File: src/rtl/gp_pkg.sv
// Shared encodings, record types and address helper for the GraphPulse edge fetch path.
package gp_pkg;

   localparam int unsigned XLEN = 32;

   typedef enum logic [1:0] {
      BUS_NONE  = 2'h0,
      BUS_LOAD  = 2'h1,
      BUS_STORE = 2'h2
   } bus_command_t;

   localparam logic [1:0] DOUBLE = 2'h3;

   typedef struct packed {
      logic [15:0] dst;
      logic [31:0] weight;
   } edge_rec_t;

   typedef enum logic [2:0] {
      StIdle,
      StPtrReq,
      StPtrWait,
      StEdge,
      StDrain
   } fetch_state_t;

   // Byte address of 64-bit word 'index' in a table at 'base', modulo 2^XLEN.
   function automatic logic [XLEN-1:0] dword_addr(input logic [XLEN-1:0] base,
                                                  input logic [31:0]     index);
      return base + (index << 3);
   endfunction

endpackage

File: src/rtl/edge_rob.sv
// In-order reorder buffer for tagged edge loads: allocate at tail, fill by tag match,
// retire from head once filled.
module edge_rob
   import gp_pkg::*;
#(
   parameter int unsigned DEPTH = 4,
   localparam int unsigned PW = (DEPTH > 1) ? $clog2(DEPTH) : 1,
   localparam int unsigned CW = $clog2(DEPTH + 1)
) (
   input  logic          clock,
   input  logic          reset,
   input  logic          alloc,
   input  logic [3:0]    alloc_tag,
   input  logic [3:0]    fill_tag,
   input  logic [47:0]   fill_data,
   input  logic          pop,
   output logic          head_filled,
   output logic [47:0]   head_data,
   output logic          full,
   output logic          empty,
   output logic [CW-1:0] count
);

   logic [DEPTH-1:0] valid_q;
   logic [DEPTH-1:0] filled_q;
   logic [3:0]       tag_q  [DEPTH];
   edge_rec_t        data_q [DEPTH];
   logic [PW-1:0]    head_q;
   logic [PW-1:0]    tail_q;
   logic [CW-1:0]    count_q;
   logic             do_alloc;
   logic             do_pop;

   function automatic logic [PW-1:0] wrap_inc(input logic [PW-1:0] p);
      return (p == PW'(DEPTH - 1)) ? '0 : p + 1'b1;
   endfunction

   assign count       = count_q;
   assign full        = (count_q == CW'(DEPTH));
   assign empty       = (count_q == '0);
   assign head_filled = valid_q[head_q] & filled_q[head_q];
   assign head_data   = data_q[head_q];
   assign do_alloc    = alloc & ~full;
   assign do_pop      = pop & head_filled;

   always_ff @(posedge clock) begin
      if (reset) begin
         valid_q  <= '0;
         filled_q <= '0;
         head_q   <= '0;
         tail_q   <= '0;
         count_q  <= '0;
      end else begin
         // Only pending slots may match, so stale or unknown tags fall through.
         for (int unsigned i = 0; i < DEPTH; i++) begin
            if (valid_q[PW'(i)] && !filled_q[PW'(i)] && fill_tag != 4'd0 &&
                tag_q[i] == fill_tag) begin
               filled_q[PW'(i)] <= 1'b1;
               data_q[i]        <= fill_data;
            end
         end
         if (do_pop) begin
            valid_q[head_q]  <= 1'b0;
            filled_q[head_q] <= 1'b0;
            head_q           <= wrap_inc(head_q);
         end
         if (do_alloc) begin
            valid_q[tail_q]  <= 1'b1;
            filled_q[tail_q] <= 1'b0;
            tag_q[tail_q]    <= alloc_tag;
            tail_q           <= wrap_inc(tail_q);
         end
         count_q <= count_q + CW'(do_alloc) - CW'(do_pop);
      end
   end

endmodule

File: src/rtl/edge_fetch_unit.sv
// Fetches a vertex's row-pointer word, then streams its edges through a tagged load
// reorder buffer to the propagation stage in issue order.
module edge_fetch_unit
   import gp_pkg::*;
#(
   parameter int unsigned     MAX_OUTSTANDING = 4,
   parameter logic [XLEN-1:0] ROWPTR_BASE     = 32'h0000_0000,
   parameter logic [XLEN-1:0] EDGE_BASE       = 32'h0001_0000
) (
   input  logic            clock,
   input  logic            reset,
   input  logic            ev_valid,
   input  logic [15:0]     ev_vid,
   input  logic [31:0]     ev_delta,
   output logic            ev_ready,
   output logic            edge_valid,
   output logic [15:0]     edge_dst,
   output logic [31:0]     edge_weight,
   output logic [31:0]     edge_delta,
   output logic            edge_last,
   input  logic            edge_ready,
   output logic [1:0]      edgemem_command,
   output logic [XLEN-1:0] edgemem_addr,
   output logic [63:0]     edgemem_st_data,
   output logic [1:0]      edgemem_size,
   input  logic [3:0]      edgemem_response,
   input  logic [63:0]     edgemem_ld_data,
   input  logic [3:0]      edgemem_tag
);

   localparam int unsigned CW = $clog2(MAX_OUTSTANDING + 1);

   fetch_state_t    state_q;
   bus_command_t    cmd_q;
   logic [XLEN-1:0] addr_q;
   logic [31:0]     delta_q;
   logic [31:0]     edge_count_q;
   logic [31:0]     edge_ptr_q;
   logic [31:0]     issue_idx_q;
   logic [31:0]     emit_cnt_q;
   logic [3:0]      ptr_tag_q;

   logic            mem_accept;
   logic            issue_fire;
   logic            pop;
   logic            ptr_hit;
   logic [31:0]     issue_next;
   logic [CW-1:0]   occ_next;

   logic            rob_head_filled;
   logic [47:0]     rob_head_data;
   logic            rob_full;
   logic            rob_empty;
   logic [CW-1:0]   rob_count;
   edge_rec_t       head_rec;

   edge_rob #(
      .DEPTH(MAX_OUTSTANDING)
   ) u_rob (
      .clock      (clock),
      .reset      (reset),
      .alloc      (issue_fire),
      .alloc_tag  (edgemem_response),
      .fill_tag   (edgemem_tag),
      .fill_data  ({edgemem_ld_data[63:48], edgemem_ld_data[31:0]}),
      .pop        (pop),
      .head_filled(rob_head_filled),
      .head_data  (rob_head_data),
      .full       (rob_full),
      .empty      (rob_empty),
      .count      (rob_count)
   );

   assign head_rec        = rob_head_data;
   assign ev_ready        = (state_q == StIdle);
   assign edge_valid      = rob_head_filled;
   assign edge_dst        = head_rec.dst;
   assign edge_weight     = head_rec.weight;
   assign edge_delta      = delta_q;
   assign edge_last       = edge_valid && (emit_cnt_q == edge_count_q - 32'd1);
   assign edgemem_command = cmd_q;
   assign edgemem_addr    = addr_q;
   assign edgemem_st_data = '0;
   assign edgemem_size    = DOUBLE;

   assign mem_accept = (cmd_q == BUS_LOAD) && (edgemem_response != 4'd0);
   assign issue_fire = mem_accept && (state_q == StEdge) && !rob_full;
   assign pop        = edge_valid && edge_ready;
   assign ptr_hit    = (edgemem_tag != 4'd0) && (edgemem_tag == ptr_tag_q);
   assign issue_next = issue_idx_q + 32'(issue_fire);
   // Occupancy as seen next cycle, so the registered request never targets a full buffer.
   assign occ_next   = rob_count + CW'(issue_fire) - CW'(pop);

   always_ff @(posedge clock) begin
      if (reset) begin
         state_q      <= StIdle;
         cmd_q        <= BUS_NONE;
         addr_q       <= '0;
         delta_q      <= '0;
         edge_count_q <= '0;
         edge_ptr_q   <= '0;
         issue_idx_q  <= '0;
         emit_cnt_q   <= '0;
         ptr_tag_q    <= '0;
      end else begin
         if (pop) begin
            emit_cnt_q <= emit_cnt_q + 32'd1;
         end
         unique case (state_q)
            StIdle: begin
               if (ev_valid) begin
                  delta_q <= ev_delta;
                  cmd_q   <= BUS_LOAD;
                  addr_q  <= dword_addr(ROWPTR_BASE, {16'h0000, ev_vid});
                  state_q <= StPtrReq;
               end
            end
            StPtrReq: begin
               if (mem_accept) begin
                  ptr_tag_q <= edgemem_response;
                  cmd_q     <= BUS_NONE;
                  state_q   <= StPtrWait;
               end
            end
            StPtrWait: begin
               if (ptr_hit) begin
                  edge_count_q <= edgemem_ld_data[63:32];
                  edge_ptr_q   <= edgemem_ld_data[31:0];
                  issue_idx_q  <= '0;
                  emit_cnt_q   <= '0;
                  if (edgemem_ld_data[63:32] == 32'd0) begin
                     state_q <= StIdle;
                  end else begin
                     cmd_q   <= BUS_LOAD;
                     addr_q  <= dword_addr(EDGE_BASE, edgemem_ld_data[31:0]);
                     state_q <= StEdge;
                  end
               end
            end
            StEdge: begin
               issue_idx_q <= issue_next;
               if (issue_next == edge_count_q) begin
                  cmd_q   <= BUS_NONE;
                  state_q <= StDrain;
               end else if (occ_next < CW'(MAX_OUTSTANDING)) begin
                  cmd_q  <= BUS_LOAD;
                  addr_q <= dword_addr(EDGE_BASE, edge_ptr_q + issue_next);
               end else begin
                  cmd_q <= BUS_NONE;
               end
            end
            StDrain: begin
               if (rob_empty) begin
                  state_q <= StIdle;
               end
            end
            default: state_q <= StIdle;
         endcase
      end
   end

endmodule

File: config.mk
export PLATFORM = sky130hd
export DESIGN_NAME = edge_fetch_unit
export DESIGN_NICKNAME = d
export VERILOG_FILES = /design/src/rtl/gp_pkg.sv /design/src/rtl/edge_rob.sv /design/src/rtl/edge_fetch_unit.sv
export SDC_FILE = /design/constraint.sdc
export NUM_CORES = 1
export LEC_CHECK = 0
export BUFFER_PORTS_ARGS = -buffer_cell sky130_fd_sc_hd__clkbuf_2
export CAP_MARGIN = 30
export CORE_MARGIN = 1.5
export CORE_UTILIZATION = 50
export CTS_BUF_LIST = sky130_fd_sc_hd__clkbuf_2
export DETAILED_ROUTE_END_ITERATION = 8
export GPL_ROUTABILITY_DRIVEN = 1
export PLACE_DENSITY = 0.8
export SLEW_MARGIN = 20
export SYNTH_ARGS = -nofsm -noshare
export SYNTH_HDL_FRONTEND = slang
export SYNTH_HIERARCHICAL = 1
export SYNTH_SLANG_ARGS = --single-unit
File: constraint.sdc
create_clock -name clock -period 11.74 [get_ports clock]
set_clock_uncertainty 0.15 [all_clocks]
set_input_delay 1.174 -clock clock [delete_from_list [all_inputs] [get_ports clock]]
set_output_delay 1.174 -clock clock [all_outputs]
set_load 0.02 [all_outputs]
==> flow_summary.rst, run 1 <==
.. list-table::
   :header-rows: 1

   * - Metric
     - Value
   * - R2R Path End
     - edgemem_addr[31]
   * - Number of global-route vias before repair
     - roughly 17000
   * - Minimum clock period
     - around 7000 ps
   * - Cell area after synthesis
     - about 22000 sq um
   * - Cell with the largest stage delay on the worst path
     - sky130_fd_sc_hd__nor4_2
   * - Critical path endpoint
     - edgemem_addr[31]
   * - Synth Area in Compound Gates
     - between 10% and 20%
   * - Share of post-route cells with drive strength above 1
     - 20.9%
   * - DRC violations left
     - 0
   * - Max-capacitance violation count
     - 0
   * - Initial standard-cell utilization of the core
     - about half
   * - Global route total overflow
     - 0
   * - Headroom to the max-slew limit
     - between 30% and 40%
   * - Proportion of register bits with asynchronous set or reset after synthesis
     - 0%
   * - Post-CTS setup buffer count
     - 0
   * - Post-synthesis mux area share
     - approximately 6.4%
   * - Antenna Violating Nets Remaining
     - 0
   * - Power density relative to cell area
     - 122 nW/um^2
   * - Most used flip-flop cell after synthesis
     - sky130_fd_sc_hd__dfxtp_1
   * - Clock root buffer
     - sky130_fd_sc_hd__clkbuf_2
   * - Final-stage net count
     - 2602
   * - Quantity of gates resized following cts
     - 0
   * - Top fanout value on the critical path
     - 29
   * - CP Data Arrival Time
     - 7790 ps
   * - Routability congestion estimate
     - around 1
   * - Starting DRT DRC Count
     - roughly 1600
   * - Type of destination of the critical path
     - flop
   * - TritonCTS clock tree
     - yes
   * - Half-perimeter wire length after placement
     - 43.8 mm
   * - Share of the synthesized netlist area taken by xor and xnor gates
     - roughly 6.6%
   * - Final total negative setup slack
     - 0 ps
   * - 1st-pass router iterations
     - 7
   * - Wire length reported by the detailed router
     - 60.8 mm
   * - Synth Area in Simple Gates
     - a little under a fifth
   * - Number of buffers on the longest clock path
     - 3
   * - Clock sink total
     - roughly 420
   * - TritonCTS Buffers
     - a little over 100
   * - Maximum ir drop on the vdd rail
     - around 0.000095 V
   * - Number of synthesized register bits
     - between 400 and 500
   * - Required time reported for the critical path endpoint
     - 12570 ps
   * - Final WS setup
     - 4790 ps
   * - Routed wire length per instance
     - 19.6 um
   * - Number of vias per cell after detailed routing
     - 5.81
   * - Transition at the pin with the smallest max-transition slack
     - 1020 ps
   * - Area of the die
     - ~45000 sq um
   * - RSZ-0062 raised after global routing
     - false
   * - Number of logic stages on the critical path including buffering
     - 19
   * - Final setup violation count
     - 0
   * - Endpoints failing hold
     - 0
   * - Kind of cell with the highest combined delay on the critical path
     - simple AND/OR/NAND/NOR gates
   * - Worst setup path start
     - state_q[1]
   * - Post-synthesis area per instance
     - 9.93 sq um
   * - Placeable Area
     - 43200 sq um
   * - Count of hold buffers inserted by post-cts repair
     - 0
   * - Fin crit share
     - between 50% and 60%
   * - Io pins
     - roughly 310
   * - Share of the yosys chip area belonging to registers
     - a little under half
   * - Clock latency reported for the late side of the worst-skew pair
     - ~1100 ps
   * - List of cells traversed by the critical path
     - nor2b_2 > nand2_2 > nor3_1 > ha_1 > nand3_1 > nor4_2 > nand2_1 > xnor2_1 > ha_1 > and3_1 > and4_1 > inv_2 > a2111oi_0 > nor4_1 > o31ai_1 > nand4b_1 > nor4b_2 > a41o_1 > o211ai_1
   * - Wire length of the first global-routing pass
     - approximately 93 mm
   * - Number of flops mapped to enable cells by yosys
     - roughly 210
   * - Leakage dissipation
     - 0.00907 uW
   * - CTS H-tree depth
     - 3
   * - Max Transition Viols Final
     - 0
   * - Std cell rows
     - 76
   * - Status
     - finished clean
   * - Hold/Removal Path Class
     - input pin to flop
   * - Total routing usage reported by global routing
     - 26.6%
   * - Gate count of the mapped netlist
     - between 2000 and 2500
   * - Highest attainable clock frequency
     - 144 MHz
   * - Most frequent cell on the critical path
     - sky130_fd_sc_hd__ha_1
   * - Number of buffers added on ports
     - approximately 240
   * - Largest net degree at the start of global routing
     - between 80 and 90
   * - YS warnings
     - 6
   * - Number of buffer and inverter instances along the worst setup path
     - 1
   * - Die outline height
     - between 200 and 250 um
   * - Total via count in the routed design
     - between 15000 and 20000
   * - Post-synthesis adder-cell area fraction
     - under 10%
   * - Dominant combinational cell family by area after synthesis
     - simple AND/OR/NAND/NOR gates
   * - Startpoint of the worst-slack reg-to-reg timing path
     - state_q[1]
   * - Startpoint type of the worst setup path
     - flop
   * - Distinct cell type count after synthesis
     - roughly 100
   * - Initial antenna violation count
     - 1
   * - CP Class
     - flop to flop
   * - Delay of the slowest cell on the worst path
     - 690 ps
   * - Die Width
     - around 210 um
   * - Minimum setup slack among reg-to-reg paths
     - approximately 4800 ps
   * - Area growth syn-to-layout
     - 10.3%
   * - CTS clock-pin slew for the worst setup and hold paths
     - 120 ps
   * - R2R cell count
     - 19
   * - Post-Place Setup Slack
     - about 4200 ps
[cell families (layout without fill, tap and decap cells)]
family          after synthesis  in the layout
flops                       419            419
other cells                   2             71
simple gates                829            829
xor+xnor                    155            155
buf+inv                     253            484
compound gates              426            426
mux                          79             79
fa+ha+maj                    48             48
[synth_stat cells (5+ instances only)]
cell	n	area, sq um
sky130_fd_sc_hd__a21o_1	13	97.6
sky130_fd_sc_hd__o21ai_0	64	320
sky130_fd_sc_hd__buf_2	25	125
sky130_fd_sc_hd__a21oi_1	204	1020
sky130_fd_sc_hd__nor2b_1	21	131
sky130_fd_sc_hd__o21a_1	7	52.6
sky130_fd_sc_hd__buf_1	9	33.8
sky130_fd_sc_hd__o21ai_1	9	45.0
sky130_fd_sc_hd__nor4_2	5	62.6
sky130_fd_sc_hd__xnor3_1	5	113
sky130_fd_sc_hd__a22oi_1	5	37.5
sky130_fd_sc_hd__nand4_1	33	206
sky130_fd_sc_hd__mux4_2	49	1100
sky130_fd_sc_hd__o31ai_1	9	67.6
sky130_fd_sc_hd__nand3_1	62	310
sky130_fd_sc_hd__o2111ai_1	6	52.6
sky130_fd_sc_hd__or3_1	28	175
sky130_fd_sc_hd__and3_1	37	231
sky130_fd_sc_hd__a211oi_1	11	82.6
sky130_fd_sc_hd__dfxtp_1	211	4220
sky130_fd_sc_hd__inv_1	40	150
sky130_fd_sc_hd__o211ai_1	13	97.6
sky130_fd_sc_hd__xor2_1	64	561
sky130_fd_sc_hd__nor2_1	144	541
sky130_fd_sc_hd__clkbuf_1	97	364
sky130_fd_sc_hd__xnor2_1	84	736
sky130_fd_sc_hd__or2_2	6	37.5
sky130_fd_sc_hd__nand2b_1	14	87.6
sky130_fd_sc_hd__mux2i_1	29	290
sky130_fd_sc_hd__and2_1	13	81.3
sky130_fd_sc_hd__nor4_1	27	169
sky130_fd_sc_hd__edfxtp_1	208	6250
sky130_fd_sc_hd__a31oi_1	11	68.8
sky130_fd_sc_hd__and4_1	7	61.3
sky130_fd_sc_hd__ha_1	46	576
sky130_fd_sc_hd__nand2_1	341	1280
sky130_fd_sc_hd__o221ai_1	12	105
sky130_fd_sc_hd__buf_4	73	548
sky130_fd_sc_hd__nor3_1	54	270
[final cells by class]
class | count | area, sq um
Tap cell | 585 | 732
Multi-Input combinational cell | 1607 | 10500
Sequential cell | 419 | 10500
Antenna cell | 1 | 2.50
Timing Repair Buffer | 257 | 1400
Clock buffer | 141 | 706
Fill cell | 3813 | 19000
Inverter | 44 | 165
Clock inverter | 42 | 234
[report_power, final]
part	internal, uW	switching, uW	total, uW
sequential	1570	23.3	1590
clock	374	586	960
combinational	126	288	414
total	2070	897	2960
[how the worst min path moves through the flow]
stage,from,end,slack (ps),depth (start not counted)
after CTS,ev_delta[23],edge_delta[23],30,3
after detailed placement,edgemem_addr[23],edgemem_addr[23],290,2
after floorplan,edge_ptr_q[0],edge_ptr_q[0],290,2
final,edgemem_ld_data[31],u_rob/data_q[2][31],150,1
after global placement,edgemem_addr[23],edgemem_addr[23],290,2
after global routing,edgemem_ld_data[30],u_rob/data_q[0][30],50,1
[sequential cells by signal, summed over array words and instances, names as in the netlist, 16 cells and up, named ones only]
signal / cells
emit_cnt_q: 32
edge_count_q: 32
u_rob/tag_q: 16
issue_idx_q: 32
u_rob/data_q: 192
edgemem_addr: 29
edge_ptr_q: 29
edge_delta: 32
[cell usage in the layout, fill, tap and decap left out, types with 6 or more instances in the layout]
cell                        netlist  layout
sky130_fd_sc_hd__o31ai_1          9       9
sky130_fd_sc_hd__conb_1           2      70
sky130_fd_sc_hd__nand3_1         62      62
sky130_fd_sc_hd__o211ai_1        13      13
sky130_fd_sc_hd__a31oi_1         11      11
sky130_fd_sc_hd__or2_2            6       6
sky130_fd_sc_hd__nor3_1          54      53
sky130_fd_sc_hd__and2_1          13      12
sky130_fd_sc_hd__o221ai_1        12      12
sky130_fd_sc_hd__inv_1           40      40
sky130_fd_sc_hd__xor2_1          64      64
sky130_fd_sc_hd__and3_1          37      37
sky130_fd_sc_hd__mux4_2          49      49
sky130_fd_sc_hd__xnor2_1         84      84
sky130_fd_sc_hd__a21o_1          13      13
sky130_fd_sc_hd__o2111ai_1        6       6
sky130_fd_sc_hd__nor2_1         144     139
sky130_fd_sc_hd__a21oi_1        204     204
sky130_fd_sc_hd__and4_1           7       7
sky130_fd_sc_hd__o21ai_0         64      64
sky130_fd_sc_hd__mux2i_1         29      29
sky130_fd_sc_hd__nand2_1        341     340
sky130_fd_sc_hd__nand4_1         33      33
sky130_fd_sc_hd__nor4_1          27      27
sky130_fd_sc_hd__a211oi_1        11      11
sky130_fd_sc_hd__ha_1            46      46
sky130_fd_sc_hd__o21a_1           7       7
sky130_fd_sc_hd__or3_1           28      27
sky130_fd_sc_hd__nand2b_1        14      14
sky130_fd_sc_hd__clkinv_2         0       9
sky130_fd_sc_hd__nor2b_1         21      20
sky130_fd_sc_hd__o21ai_1          9       9
sky130_fd_sc_hd__edfxtp_1       208     208
sky130_fd_sc_hd__buf_4           73      15
sky130_fd_sc_hd__clkbuf_2         2     376
sky130_fd_sc_hd__dfxtp_1        211     209
sky130_fd_sc_hd__clkinv_1         0      27
[per-layer routing]
layer	up-vias	GRT usage, %	routed length (um)
li1	8345	-	-
met1	8546	34.6	24200
met2	957	42.5	28500
met3	131	5.82	6020
met4	0	11.9	2070
met5	-	0	0
[stage by stage]
step	cells	total power (uW)	hold slack (ps)	utilization, %	cell area [sq um]
floorplan	2279	1890	291	-	22200
global placement	2906	2000	288	53.7	23200
detailed placement	2911	2030	289	53.9	23300
CTS	3094	2980	34.5	56.1	24200
global route	3096	3100	48.4	56.1	24200
finish	3096	2960	148	56.1	24200
No activity file was read; power rests on OpenSTA's default activity.
==> run 2, diff against run 1 <==
Settings changed: ABC_AREA set to 1.
Clock period 11.74 ns to 6.85 ns, I/O delays scaled along.
==> run 2 against run 1 <==
Clock-buffer cell count up 3. Register-to-register slack got worse by 3800 ps. Sequential share of layout area down 3.3 points. Synthesized area is 2.0% higher. Final cell count is 28% higher. Global-route usage rose by 0.60 points. Critical endpoint unchanged. Largest cell class is now flip-flops and latches.
==> flow_summary.rst, run 2 <==
.. list-table::
   :header-rows: 1

   * - Metric
     - Value
   * - RSZ-0062 raised after global routing
     - false
   * - Number of flops mapped to enable cells by yosys
     - 208 (unchanged)
   * - CP Data Arrival Time
     - 6660 ps (-1130 ps)
   * - Number of vias per cell after detailed routing
     - 5.22 (-10%)
   * - Initial antenna violation count
     - 4 (+3)
   * - Number of buffers added on ports
     - 236 (unchanged)
   * - R2R cell count
     - 32 (+13)
   * - Number of synthesized register bits
     - 419 (unchanged)
   * - Flip-flop count of the largest register after layout
     - 192 (unchanged)
   * - CTS clock-pin slew for the worst setup and hold paths
     - 110 ps (about the same)
   * - Wire length reported by the detailed router
     - 64.4 mm (+5.9%)
   * - DRC violations left
     - 0 (unchanged)
   * - Leakage dissipation
     - 0.0115 uW (+27%)
   * - YS warnings
     - 6 (unchanged)
   * - Transition at the pin with the smallest max-transition slack
     - 858 ps (-164 ps)
   * - Area fraction of the dominant cell type after synthesis
     - 27.9% (-0.57 points)
   * - Distinct cell type count after synthesis
     - 56 (-45%)
   * - Post-synthesis area per instance
     - 7.78 sq um (-22%)
   * - Startpoint type of the worst setup path
     - flop
   * - Share of post-route cells with drive strength above 1
     - 14.8% (-6.1 points)
   * - Area growth syn-to-layout
     - 17.1%
   * - Delay of the slowest cell on the worst path
     - 400 ps (-290 ps)
   * - Highest attainable clock frequency
     - 172 MHz (+19%)
   * - Cell area after synthesis
     - 22400 sq um (+2.0%)
   * - Fin crit share
     - 85.1% (+26 points)
   * - Endpoints failing hold
     - 0 (unchanged)
   * - Minimum clock period
     - 5830 ps (-1130 ps)
   * - Headroom to the max-slew limit
     - 42.7% (+11 points)
   * - Antenna Violating Nets Remaining
     - 0 (unchanged)
   * - Hold_ws
     - 133 ps (-14.8 ps)
   * - Final-stage net count
     - 3462 (+33%)
   * - Dominant cell type by area after synthesis
     - sky130_fd_sc_hd__edfxtp_1
   * - TritonCTS clock tree
     - yes
   * - Post-Place Setup Slack
     - 1130 ps (-3070 ps)
   * - Cell count of the worst hold path
     - 8 (+7)
   * - Initial standard-cell utilization of the core
     - 50.7% (-0.19 points)
   * - Total routing usage reported by global routing
     - 27.2% (+0.60 points)
   * - Most used flip-flop cell after synthesis
     - sky130_fd_sc_hd__dfxtp_1
   * - Type of destination of the critical path
     - flop
   * - Hold/Removal Path Class
     - input pin to flop
   * - Most frequent cell on the critical path
     - sky130_fd_sc_hd__nand2_1
   * - Post-CTS setup buffer count
     - 0 (unchanged)
   * - Worst Hold Launch
     - edgemem_tag[0]
   * - Routed wire length per instance
     - 16.2 um (-17%)
   * - Half-perimeter wire length after placement
     - 44.1 mm (+0.78%)
   * - Most frequent cells after synthesis
     - sky130_fd_sc_hd__nand2_1 (721), sky130_fd_sc_hd__nor2_1 (383), sky130_fd_sc_hd__inv_1 (259), sky130_fd_sc_hd__dfxtp_1 (211), sky130_fd_sc_hd__edfxtp_1 (208)
   * - Number of global-route vias before repair
     - 19000 (+13%)
   * - Gate count of the mapped netlist
     - 2878 (+30%)
   * - Most repeated cell in the gate-level netlist after synthesis
     - sky130_fd_sc_hd__nand2_1
   * - CP Class
     - flop to flop
   * - Max Transition Viols Final
     - 0 (unchanged)
   * - TritonCTS Buffers
     - 101 (unchanged)
   * - Global route total overflow
     - 0 (unchanged)
   * - Number of buffers on the longest clock path
     - 3 (unchanged)
   * - Final Instance Count excl. Fillers
     - 3963 (+28%)
   * - 1st-pass router iterations
     - 6 (-1)
   * - Final WS setup
     - 1020 ps (-3760 ps)
   * - Required time reported for the critical path endpoint
     - 7690 ps (-4880 ps)
   * - Top fanout value on the critical path
     - 20 (-31%)
   * - Power density relative to cell area
     - 220 nW/um^2 (+80%)
   * - CTS H-tree depth
     - 3 (unchanged)
   * - Status
     - finished clean
   * - Maximum ir drop on the vdd rail
     - 0.000166 V (+76%)
   * - Placeable Area
     - 44200 sq um (+2.4%)
   * - Io pins
     - 307 (unchanged)
   * - Register with the most flip-flops
     - u_rob/data_q
   * - Die Width
     - 215 um (+1.0%)
   * - Number of placed instances, taps included
     - 3628 (+25%)
   * - Routability congestion estimate
     - 0.995 (+1.8%)
   * - Final total negative setup slack
     - 0 ps (unchanged)
   * - Die outline height
     - 215 um (+1.0%)
   * - Largest net degree at the start of global routing
     - 97 (+20%)
   * - Area of the die
     - 46100 sq um (+2.0%)
   * - Cell with the largest stage delay on the worst path
     - sky130_fd_sc_hd__dfxtp_1
   * - Worst setup path start
     - state_q[1]
   * - Final setup violation count
     - 0 (unchanged)
   * - Clock sink total
     - 419 (unchanged)
   * - Share of the yosys chip area belonging to registers
     - 46.7% (-0.95 points)
   * - Most common cell after layout, fill and taps aside
     - sky130_fd_sc_hd__nand2_1
   * - Clock root buffer
     - sky130_fd_sc_hd__clkbuf_2
   * - Max-capacitance violation count
     - 0 (unchanged)
   * - Wire length of the first global-routing pass
     - 100 mm (+7.9%)
   * - Starting DRT DRC Count
     - 1809 (+14%)
   * - Total via count in the routed design
     - 20700 (+15%)
   * - Clock latency reported for the late side of the worst-skew pair
     - 1050 ps (-70 ps)
   * - Commonest cells after routing, fill and taps aside
     - sky130_fd_sc_hd__nand2_1 (721), sky130_fd_sc_hd__clkbuf_2 (379), sky130_fd_sc_hd__nor2_1 (376)
   * - Proportion of register bits with asynchronous set or reset after synthesis
     - 0% (unchanged)
   * - Std cell rows
     - 77 (+1.3%)
   * - Overall Power
     - 5780 uW (+95%)
   * - Startpoint of the worst-slack reg-to-reg timing path
     - state_q[1]
   * - Leading cell types by total area after synthesis
     - sky130_fd_sc_hd__edfxtp_1 (28%), sky130_fd_sc_hd__dfxtp_1 (19%), sky130_fd_sc_hd__nand2_1 (12%)
-- run 2: cell count changes after synthesis, sizes merged, moves of 38 or more --
cell | before | now
nor2 | 145 | 403
clkbuf | 99 | 61
xnor2 | 85 | 24
mux4 | 49 | 0
nand2 | 342 | 745
nand3 | 64 | 173
o21ai | 74 | 186
o22ai | 4 | 50
inv | 44 | 268
-- run 2: logic make-up (layout without fill, tap and decap cells) --
| group | count (synthesis) | in the layout | share of synthesized area, % |
|---|---|---|---|
| XOR/XNOR | 82 | 82 | 3.21 |
| adder cells (fa/ha/maj) | 48 | 48 | 2.75 |
| buffers and inverters | 431 | 853 | 8.89 |
| flip-flops | 419 | 419 | 46.7 |
| other | 2 | 73 | 0.0335 |
| AO/OA/AOI/OAI | 452 | 452 | 10.9 |
| AND/OR/NAND/NOR | 1444 | 1444 | 27.5 |
-- run 2: worst max-delay path: cells and delay by family (launching register included) --
family | cells | cell delay [ps]
simple gates | 22 | 3260
buf+inv | 5 | 730
flops | 1 | 400
fa+ha+maj | 3 | 810
compound gates | 2 | 400
-- run 2: what timing repair did --
action	CTS	global route
hold buffers	149	0
hold endpoints to repair	335	0
gates resized for setup	0	0
-- run 2: area by class of cell --
cell class                 instances  area [sq um]
clock buffer                     144           721
multi-input combinational       2096         10200
antenna                            3          7.51
sequential                       419         10500
inverter                         268          1010
timing repair buffer             404          2870
clock inverter                    37           181
tap                              592           741
fill                            3969         18000
-- run 2: path summary, 6_finish.rpt --
check        slack, ps                end
min reg2reg        320    edgemem_addr[3]
max               1020   edgemem_addr[31]
min                130  u_rob/filled_q[3]
max reg2reg       1020   edgemem_addr[31]
-- run 2: routing by layer --
metal	GRT usage (%)	part of all wire [%]	routed length [um]
met5	0	0	0
met4	11.1	3.4	2190
met1	36.1	43	27500
met3	5.32	8.2	5280
met2	43.7	46	29400
-- run 2: stage by stage --
stage               utilization [%]  instance area [sq um]
floorplan                         -                  22700
global placement               53.7                  23800
detailed placement             53.8                  23800
CTS                            59.2                  26200
global route                   59.3                  26200
finish                         59.3                  26200
-- run 2: where the power goes --
part	switching, uW	internal (uW)
combinational	911	441
sequential	73.7	2730
clock	1010	607
